--- config.mk ---
export PLATFORM = sky130hd
export DESIGN_NAME = uart_tx_port
export DESIGN_NICKNAME = d
export VERILOG_FILES = /design/src/rtl/uart_tx_pkg.sv /design/src/rtl/sync_fifo.sv /design/src/rtl/uart_tx_port.sv
export SDC_FILE = /design/constraint.sdc
export NUM_CORES = 1
export LEC_CHECK = 0
export CORE_MARGIN = 3
export CORE_UTILIZATION = 50
export CTS_BUF_LIST = sky130_fd_sc_hd__clkbuf_8
export CTS_CLUSTER_DIAMETER = 30
export DETAILED_ROUTE_END_ITERATION = 8
export PLACE_DENSITY = 0.78
export SYNTH_ARGS = -nofsm -noshare
export SYNTH_HDL_FRONTEND = slang
export SYNTH_SLANG_ARGS = --single-unit
--- constraint.sdc ---
create_clock -name clk -period 3.14 [get_ports clk]
set_clock_uncertainty 0.2 [all_clocks]
set_input_delay 0.942 -clock clk [delete_from_list [all_inputs] [get_ports clk]]
set_output_delay 0.942 -clock clk [all_outputs]
set_load 0.01 [all_outputs]
--- src/rtl/uart_tx_pkg.sv ---
// Shared definitions for the UART transmit port: register map, STATUS bit
// positions, transmitter FSM states and the bit-period helper.
package uart_tx_pkg;

  // Register offsets, selected by mem_addr[3:2]
  localparam logic [1:0] OFF_DATA   = 2'd0;
  localparam logic [1:0] OFF_STATUS = 2'd1;
  localparam logic [1:0] OFF_DIV    = 2'd2;
  localparam logic [1:0] OFF_RSVD   = 2'd3;

  // STATUS register bit positions
  localparam int unsigned STAT_FULL  = 0;
  localparam int unsigned STAT_EMPTY = 1;
  localparam int unsigned STAT_IDLE  = 2;
  localparam int unsigned STAT_OVR   = 3;

  // Transmitter frame states
  typedef enum logic [1:0] {
    ST_IDLE  = 2'd0,
    ST_START = 2'd1,
    ST_DATA  = 2'd2,
    ST_STOP  = 2'd3
  } tx_state_e;

  // A divisor of zero behaves like one so the line never stalls
  function automatic logic [15:0] bit_period(input logic [15:0] div);
    return (div == 16'd0) ? 16'd1 : div;
  endfunction

endpackage

--- src/rtl/sync_fifo.sv ---
// Single-clock FIFO with an extra pointer bit to tell full from empty.
// A push while full is accepted only when a pop happens in the same cycle.
// DEPTH must be a power of two, at least 2.
module sync_fifo #(
  parameter int WIDTH = 8,
  parameter int DEPTH = 8
) (
  input  logic             clk,
  input  logic             rstn,
  input  logic             push_i,
  input  logic [WIDTH-1:0] data_i,
  input  logic             pop_i,
  output logic [WIDTH-1:0] data_o,
  output logic             full_o,
  output logic             empty_o
);

  localparam int AW = $clog2(DEPTH);
  localparam logic [AW:0] PTR_INC = {{AW{1'b0}}, 1'b1};

  logic [AW:0]      wr_ptr_q, wr_ptr_d;
  logic [AW:0]      rd_ptr_q, rd_ptr_d;
  logic [WIDTH-1:0] mem_q [DEPTH];
  logic             wr_en_s, rd_en_s;

  // Flag, handshake and pointer next-state logic
  always_comb begin
    empty_o  = (wr_ptr_q == rd_ptr_q);
    full_o   = (wr_ptr_q[AW] != rd_ptr_q[AW]) &&
               (wr_ptr_q[AW-1:0] == rd_ptr_q[AW-1:0]);
    rd_en_s  = pop_i & ~empty_o;
    wr_en_s  = push_i & (~full_o | rd_en_s);
    wr_ptr_d = wr_en_s ? (wr_ptr_q + PTR_INC) : wr_ptr_q;
    rd_ptr_d = rd_en_s ? (rd_ptr_q + PTR_INC) : rd_ptr_q;
    data_o   = mem_q[rd_ptr_q[AW-1:0]];
  end

  // Pointer registers; reset empties the FIFO
  always_ff @(posedge clk or negedge rstn) begin
    if (!rstn) begin
      wr_ptr_q <= '0;
      rd_ptr_q <= '0;
    end else begin
      wr_ptr_q <= wr_ptr_d;
      rd_ptr_q <= rd_ptr_d;
    end
  end

  // Storage array; contents are don't-care while the pointers say empty
  always_ff @(posedge clk) begin
    if (wr_en_s) begin
      mem_q[wr_ptr_q[AW-1:0]] <= data_i;
    end
  end

endmodule

--- src/rtl/uart_tx_port.sv ---
// Memory-mapped 8N1 UART transmitter: DATA/STATUS/DIV registers in a 16-byte
// window, a transmit FIFO, and a bit-serial frame FSM with registered tx.
module uart_tx_port
  import uart_tx_pkg::*;
#(
  parameter logic [31:0] BASE_ADDR  = 32'h1000_0000,
  parameter logic [15:0] CLK_DIV    = 16'd434,
  parameter int          FIFO_DEPTH = 8
) (
  input  logic        clk,
  input  logic        rstn,
  input  logic        mem_wren,
  input  logic [3:0]  mem_wmask,
  input  logic [31:0] mem_wdata,
  input  logic [31:0] mem_addr,
  output logic [31:0] mem_rdata,
  output logic        tx
);

  logic        sel_s;
  logic [1:0]  off_s;
  logic        wr_data_s, wr_stat_s, wr_div_s;
  logic        fifo_full_s, fifo_empty_s, fifo_pop_s;
  logic [7:0]  fifo_rdata_s;
  logic        idle_s;
  logic [31:0] status_s;
  logic [15:0] period_s;

  tx_state_e   state_q, state_d;
  logic [7:0]  shift_q, shift_d;
  logic [2:0]  bit_cnt_q, bit_cnt_d;
  logic [15:0] baud_cnt_q, baud_cnt_d;
  logic        tx_q, tx_d;

  logic [15:0] div_q, div_d;
  logic        ovr_q, ovr_d;
  logic [31:0] rdata_q, rdata_d;

  sync_fifo #(
    .WIDTH(8),
    .DEPTH(FIFO_DEPTH)
  ) u_fifo (
    .clk    (clk),
    .rstn   (rstn),
    .push_i (wr_data_s),
    .data_i (mem_wdata[7:0]),
    .pop_i  (fifo_pop_s),
    .data_o (fifo_rdata_s),
    .full_o (fifo_full_s),
    .empty_o(fifo_empty_s)
  );

  // Address decode and write strobes for each register
  always_comb begin
    sel_s     = (mem_addr[31:4] == BASE_ADDR[31:4]);
    off_s     = mem_addr[3:2];
    wr_data_s = mem_wren & sel_s & (off_s == OFF_DATA)   & mem_wmask[0];
    wr_stat_s = mem_wren & sel_s & (off_s == OFF_STATUS) & mem_wmask[0];
    wr_div_s  = mem_wren & sel_s & (off_s == OFF_DIV);
  end

  // DIV byte-lane update and sticky overrun (set wins over clear)
  always_comb begin
    div_d = div_q;
    if (wr_div_s && mem_wmask[0]) begin
      div_d[7:0] = mem_wdata[7:0];
    end else begin
      div_d[7:0] = div_q[7:0];
    end
    if (wr_div_s && mem_wmask[1]) begin
      div_d[15:8] = mem_wdata[15:8];
    end else begin
      div_d[15:8] = div_q[15:8];
    end
    if (wr_data_s && fifo_full_s && !fifo_pop_s) begin
      ovr_d = 1'b1;
    end else if (wr_stat_s && mem_wdata[3]) begin
      ovr_d = 1'b0;
    end else begin
      ovr_d = ovr_q;
    end
  end

  // Register file state and registered load data
  always_ff @(posedge clk or negedge rstn) begin
    if (!rstn) begin
      div_q   <= CLK_DIV;
      ovr_q   <= 1'b0;
      rdata_q <= 32'd0;
    end else begin
      div_q   <= div_d;
      ovr_q   <= ovr_d;
      rdata_q <= rdata_d;
    end
  end

  // FSM state register plus frame datapath and registered serial output
  always_ff @(posedge clk or negedge rstn) begin
    if (!rstn) begin
      state_q    <= ST_IDLE;
      shift_q    <= 8'd0;
      bit_cnt_q  <= 3'd0;
      baud_cnt_q <= 16'd0;
      tx_q       <= 1'b1;
    end else begin
      state_q    <= state_d;
      shift_q    <= shift_d;
      bit_cnt_q  <= bit_cnt_d;
      baud_cnt_q <= baud_cnt_d;
      tx_q       <= tx_d;
    end
  end

  // Next-state logic; the bit period is sampled only at bit boundaries
  always_comb begin
    period_s   = bit_period(div_q);
    state_d    = state_q;
    shift_d    = shift_q;
    bit_cnt_d  = bit_cnt_q;
    baud_cnt_d = baud_cnt_q;
    fifo_pop_s = 1'b0;
    case (state_q)
      ST_IDLE: begin
        if (!fifo_empty_s) begin
          fifo_pop_s = 1'b1;
          shift_d    = fifo_rdata_s;
          bit_cnt_d  = 3'd7;
          baud_cnt_d = period_s - 16'd1;
          state_d    = ST_START;
        end else begin
          state_d    = ST_IDLE;
        end
      end
      ST_START: begin
        if (baud_cnt_q == 16'd0) begin
          baud_cnt_d = period_s - 16'd1;
          state_d    = ST_DATA;
        end else begin
          baud_cnt_d = baud_cnt_q - 16'd1;
        end
      end
      ST_DATA: begin
        if (baud_cnt_q == 16'd0) begin
          baud_cnt_d = period_s - 16'd1;
          if (bit_cnt_q == 3'd0) begin
            state_d = ST_STOP;
          end else begin
            bit_cnt_d = bit_cnt_q - 3'd1;
            shift_d   = {1'b0, shift_q[7:1]};
          end
        end else begin
          baud_cnt_d = baud_cnt_q - 16'd1;
        end
      end
      ST_STOP: begin
        if (baud_cnt_q == 16'd0) begin
          state_d = ST_IDLE;
        end else begin
          baud_cnt_d = baud_cnt_q - 16'd1;
        end
      end
      default: begin
        state_d = ST_IDLE;
      end
    endcase
  end

  // Output logic: line level for the upcoming state, STATUS word, read mux
  always_comb begin
    case (state_d)
      ST_IDLE:  tx_d = 1'b1;
      ST_START: tx_d = 1'b0;
      ST_DATA:  tx_d = shift_d[0];
      ST_STOP:  tx_d = 1'b1;
      default:  tx_d = 1'b1;
    endcase
    idle_s               = fifo_empty_s & (state_q == ST_IDLE);
    status_s             = 32'd0;
    status_s[STAT_FULL]  = fifo_full_s;
    status_s[STAT_EMPTY] = fifo_empty_s;
    status_s[STAT_IDLE]  = idle_s;
    status_s[STAT_OVR]   = ovr_q;
    if (sel_s) begin
      case (off_s)
        OFF_DATA:   rdata_d = 32'd0;
        OFF_STATUS: rdata_d = status_s;
        OFF_DIV:    rdata_d = {16'd0, div_q};
        OFF_RSVD:   rdata_d = 32'd0;
        default:    rdata_d = 32'd0;
      endcase
    end else begin
      rdata_d = 32'd0;
    end
  end

  assign mem_rdata = rdata_q;
  assign tx        = tx_q;

endmodule

==> results.yml <==
worst_setup_path:
  worstSetupEndpointType: "flop"
  critPathTopFamily: "simple AND/OR/NAND/NOR gates"
  crit_type: "reg -> reg"
  critPathArrivalTime_ns: 3.04
  path_buf_inv: 0
  crit_required_ns: 3.25
  path_cells: "or4_1, nor3_1, a21oi_1, ha_1, or3b_2, nor4_2, nand2_1, xor2_1, o221ai_1"
  critPathMaxStageDelay_ns: 0.62
  crit_path_start_kind: "flop"
  crit_start: "div_q[5]"
  cpMaxStageDelayCell: "dfstp_2"
  r2r_start: "div_q[5]"
  path_max_fanout: 7
die:
  die_w_um: 121
  initial_core_util_pct: 51.7
  boundaryPins: 104
  dieArea_um2: 14600
  coreArea_um2: 12800
  die_h_um: 121
  fp-row-count: 41
detailed_routing:
  via_count: 4698
  drt_iter0_drc: 367
  dr.pass1.iters: 5
  vias_per_cell: 5.82
  ant_nets: 0
  wirelength_um: 14700
  wire_per_inst_um: 18.2
  route.detailed.drc: 0
min_path:
  hp-class: "in -> async"
final_layout:
  area_delta_synth_final_pct: 22.7
  design_area_um2: 8110
  multi_input_area_um2: 2690
  fillers: 933
  regArea_um2: 3710
  final_common_cell: "clkdlybuf4s50_1"
  nNetsFinal: 705
  layout-drive-gt1-share_pct: 21.9
  antenna_cells: 0
  mostFrequentLayoutCells: "66 x clkdlybuf4s50_1, 65 x dfrtp_1, 64 x edfxtp_1"
synthesis:
  synth_edf_count: 64
  synth.yosys.seq_area_share_pct: 56.1
  yosysTopAreaCellShare_pct: 29.1
  ys_dominant_reg_cell: "dfrtp_1"
  synth-simple-area-share_pct: 13.1
  synth-warning-count: 0
  ys_ff_latch: 135
  synth-compound-area-share_pct: 10.4
  syn-instance-count: 521
  synthXorXnorAreaFrac_pct: 2.65
  synth_area_leaders: "edfxtp_1 29%, dfrtp_1 25%, mux4_2 5.5%"
  synth_top_family_by_area: "simple AND/OR/NAND/NOR gates"
  synth_mux_area_share_pct: 10.8
  synthAdderAreaFrac_pct: 2.27
  synth_cell_type_count: 76
  synth_area_um2: 6610
  synth.largest_area_cell: "edfxtp_1"
  syn_area_per_cell_um2: 12.7
  async_reset_ff_share_pct: 52.6
placed_design:
  port_buffers: 67
  routabilityCongestion: 0.887
  dpl.hpwl_um: 10300
  place_area_um2: 7660
cts:
  cts_made_buffers: 17
  cts_buffer_depth: 2
  cts_tree: "yes"
  hold_buffers: 0
  cts.htree.levels: 4
  clk_latency_ns: 0.45
  clk_pin_slew_ns: 0.08
  clkSinkCount: 135
  root_buffer: "clkbuf_8"
global_route:
  grtUsageMet2_pct: 34.1
  grt_start_max_net_pins: 72
  met3_usage_pct: 4.43
  overflow: 0
  antenna_found_initial: 0
  grt_use_total_pct: 21.3
  grt_busiest_layer: "met2"
  first_global_vias: 4873
  use_met1_pct: 28.6
  grt_first_pass_wirelength_um: 24100
timing:
  min_period_ns: 2.93
  setup_violations: 0
  hold_viol: 0
  slew_headroom_pct: 58.9
  worst_slew_pin_slew_ns: 0.601
  slew_viol_final: 0
  finalSetupTns_ns: 0
  fmax_mhz: 341
  rsz0062_at_grt: "false"
  fin_crit_sh_pct: 93.3
job:
  drv_cap: 0
power_and_ir_drop:
  leakagePower_nw: 3.37
  ir_drop_mv: 0.316
  powerDensity_nw_per_um2: 476
status:
  status: "completed"
## cell usage after synthesis (all sizes together) (6+ instances only)
library cell / count
mux2i: 14
nand3: 9
mux4: 16
and2: 12
nor4: 18
dfstp: 6
nor3: 12
or4: 6
nor2: 43
mux2: 19
edfxtp: 64
dfrtp: 65
ha: 12
inv: 21
a22oi: 7
clkbuf: 14
nand2: 13
buf: 25
a22o: 6
xor2: 12
o31ai: 7
o21ai: 21
xnor2: 8
a21oi: 18
## final cells by class
type / count / share of cell area, %
Timing Repair Buffer: 106 / 12.3
Tap cell: 172 / 2.65
Sequential cell: 135 / 45.7
Multi-Input combinational cell: 341 / 33.2
Inverter: 21 / 0.972
Clock inverter: 15 / 2.36
Clock buffer: 17 / 2.88
## report_power, final
group          internal, W  leakage [nW]  switching, W  total [W]
clock             0.000805         0.215      0.000740    0.00154
combinational     0.000183          1.61      0.000242   0.000425
sequential         0.00188          1.55     0.0000119    0.00189
total              0.00287          3.37      0.000994    0.00386
## flip-flops by register name, indices dropped and copies added, names as in the netlist
signal / cells
div_q: 16
tx: 1
state_q: 2
bit_cnt_q: 3
u_fifo.mem_q: 64
u_fifo.wr_ptr_q: 4
ovr_q: 1
shift_q: 8
mem_rdata: 16
baud_cnt_q: 16
u_fifo.rd_ptr_q: 4
## routing by layer
layer / vias to the layer above / wire [um]
met5: - / 0
met4: 0 / 359
met3: 32 / 911
met2: 180 / 7090
met1: 2343 / 6340
li1: 2143 / -
## cells by family after synthesis
kind of cell    count (synthesis)
compound gates                 97
xor+xnor                       20
fa+ha+maj                      12
buf+inv                        60
flops                         135
mux                            49
other cells                     1
simple gates                  147
## worst register-to-register path, stage by stage, from the launching register on
cell and delay (ns):
dfstp_2 0.62, or4_1 0.16, nor3_1 0.06, a21oi_1 0.20, ha_1 0.21, or3b_2 0.53
nor4_2 0.28, nand2_1 0.11, xor2_1 0.24, o221ai_1 0.18
## per-stage QoR
step / total power, W / hold WS (ns) / setup slack [ns] / instances / utilization [%]
after floorplan: 0.00218 / 0.265 / 0.0914 / 536 / -
after global placement: 0.00233 / 0.285 / -0.237 / 774 / 60.0
after detailed placement: 0.00234 / 0.294 / -0.325 / 774 / 60.0
after CTS: 0.00388 / 0.299 / 0.0921 / 806 / 63.3
after global routing: 0.00401 / 0.319 / 0.00436 / 807 / 63.5
final: 0.00386 / 0.288 / 0.212 / 807 / 63.5
## timing repair
action | 4_1_cts | 5_1_grt
endpoints found under the setup margin | 0 | 51
gates resized for setup | 0 | 3
setup buffers | 0 | 1
## worst paths after layout
| check | cells after the start | slack (ns) | end |
|---|---|---|---|
| setup / recovery | 9 | 0.21 | baud_cnt_q[14] |
| min in group clk | 2 | 0.31 | ovr_q |
| hold / removal | 2 | 0.29 | baud_cnt_q[13] |
| setup reg to reg | 9 | 0.21 | baud_cnt_q[14] |
| max in group asynchronous | 2 | 2.09 | div_q[4] |
| hold reg to reg | 2 | 0.31 | ovr_q |
Power figures use the tool's default switching activity.
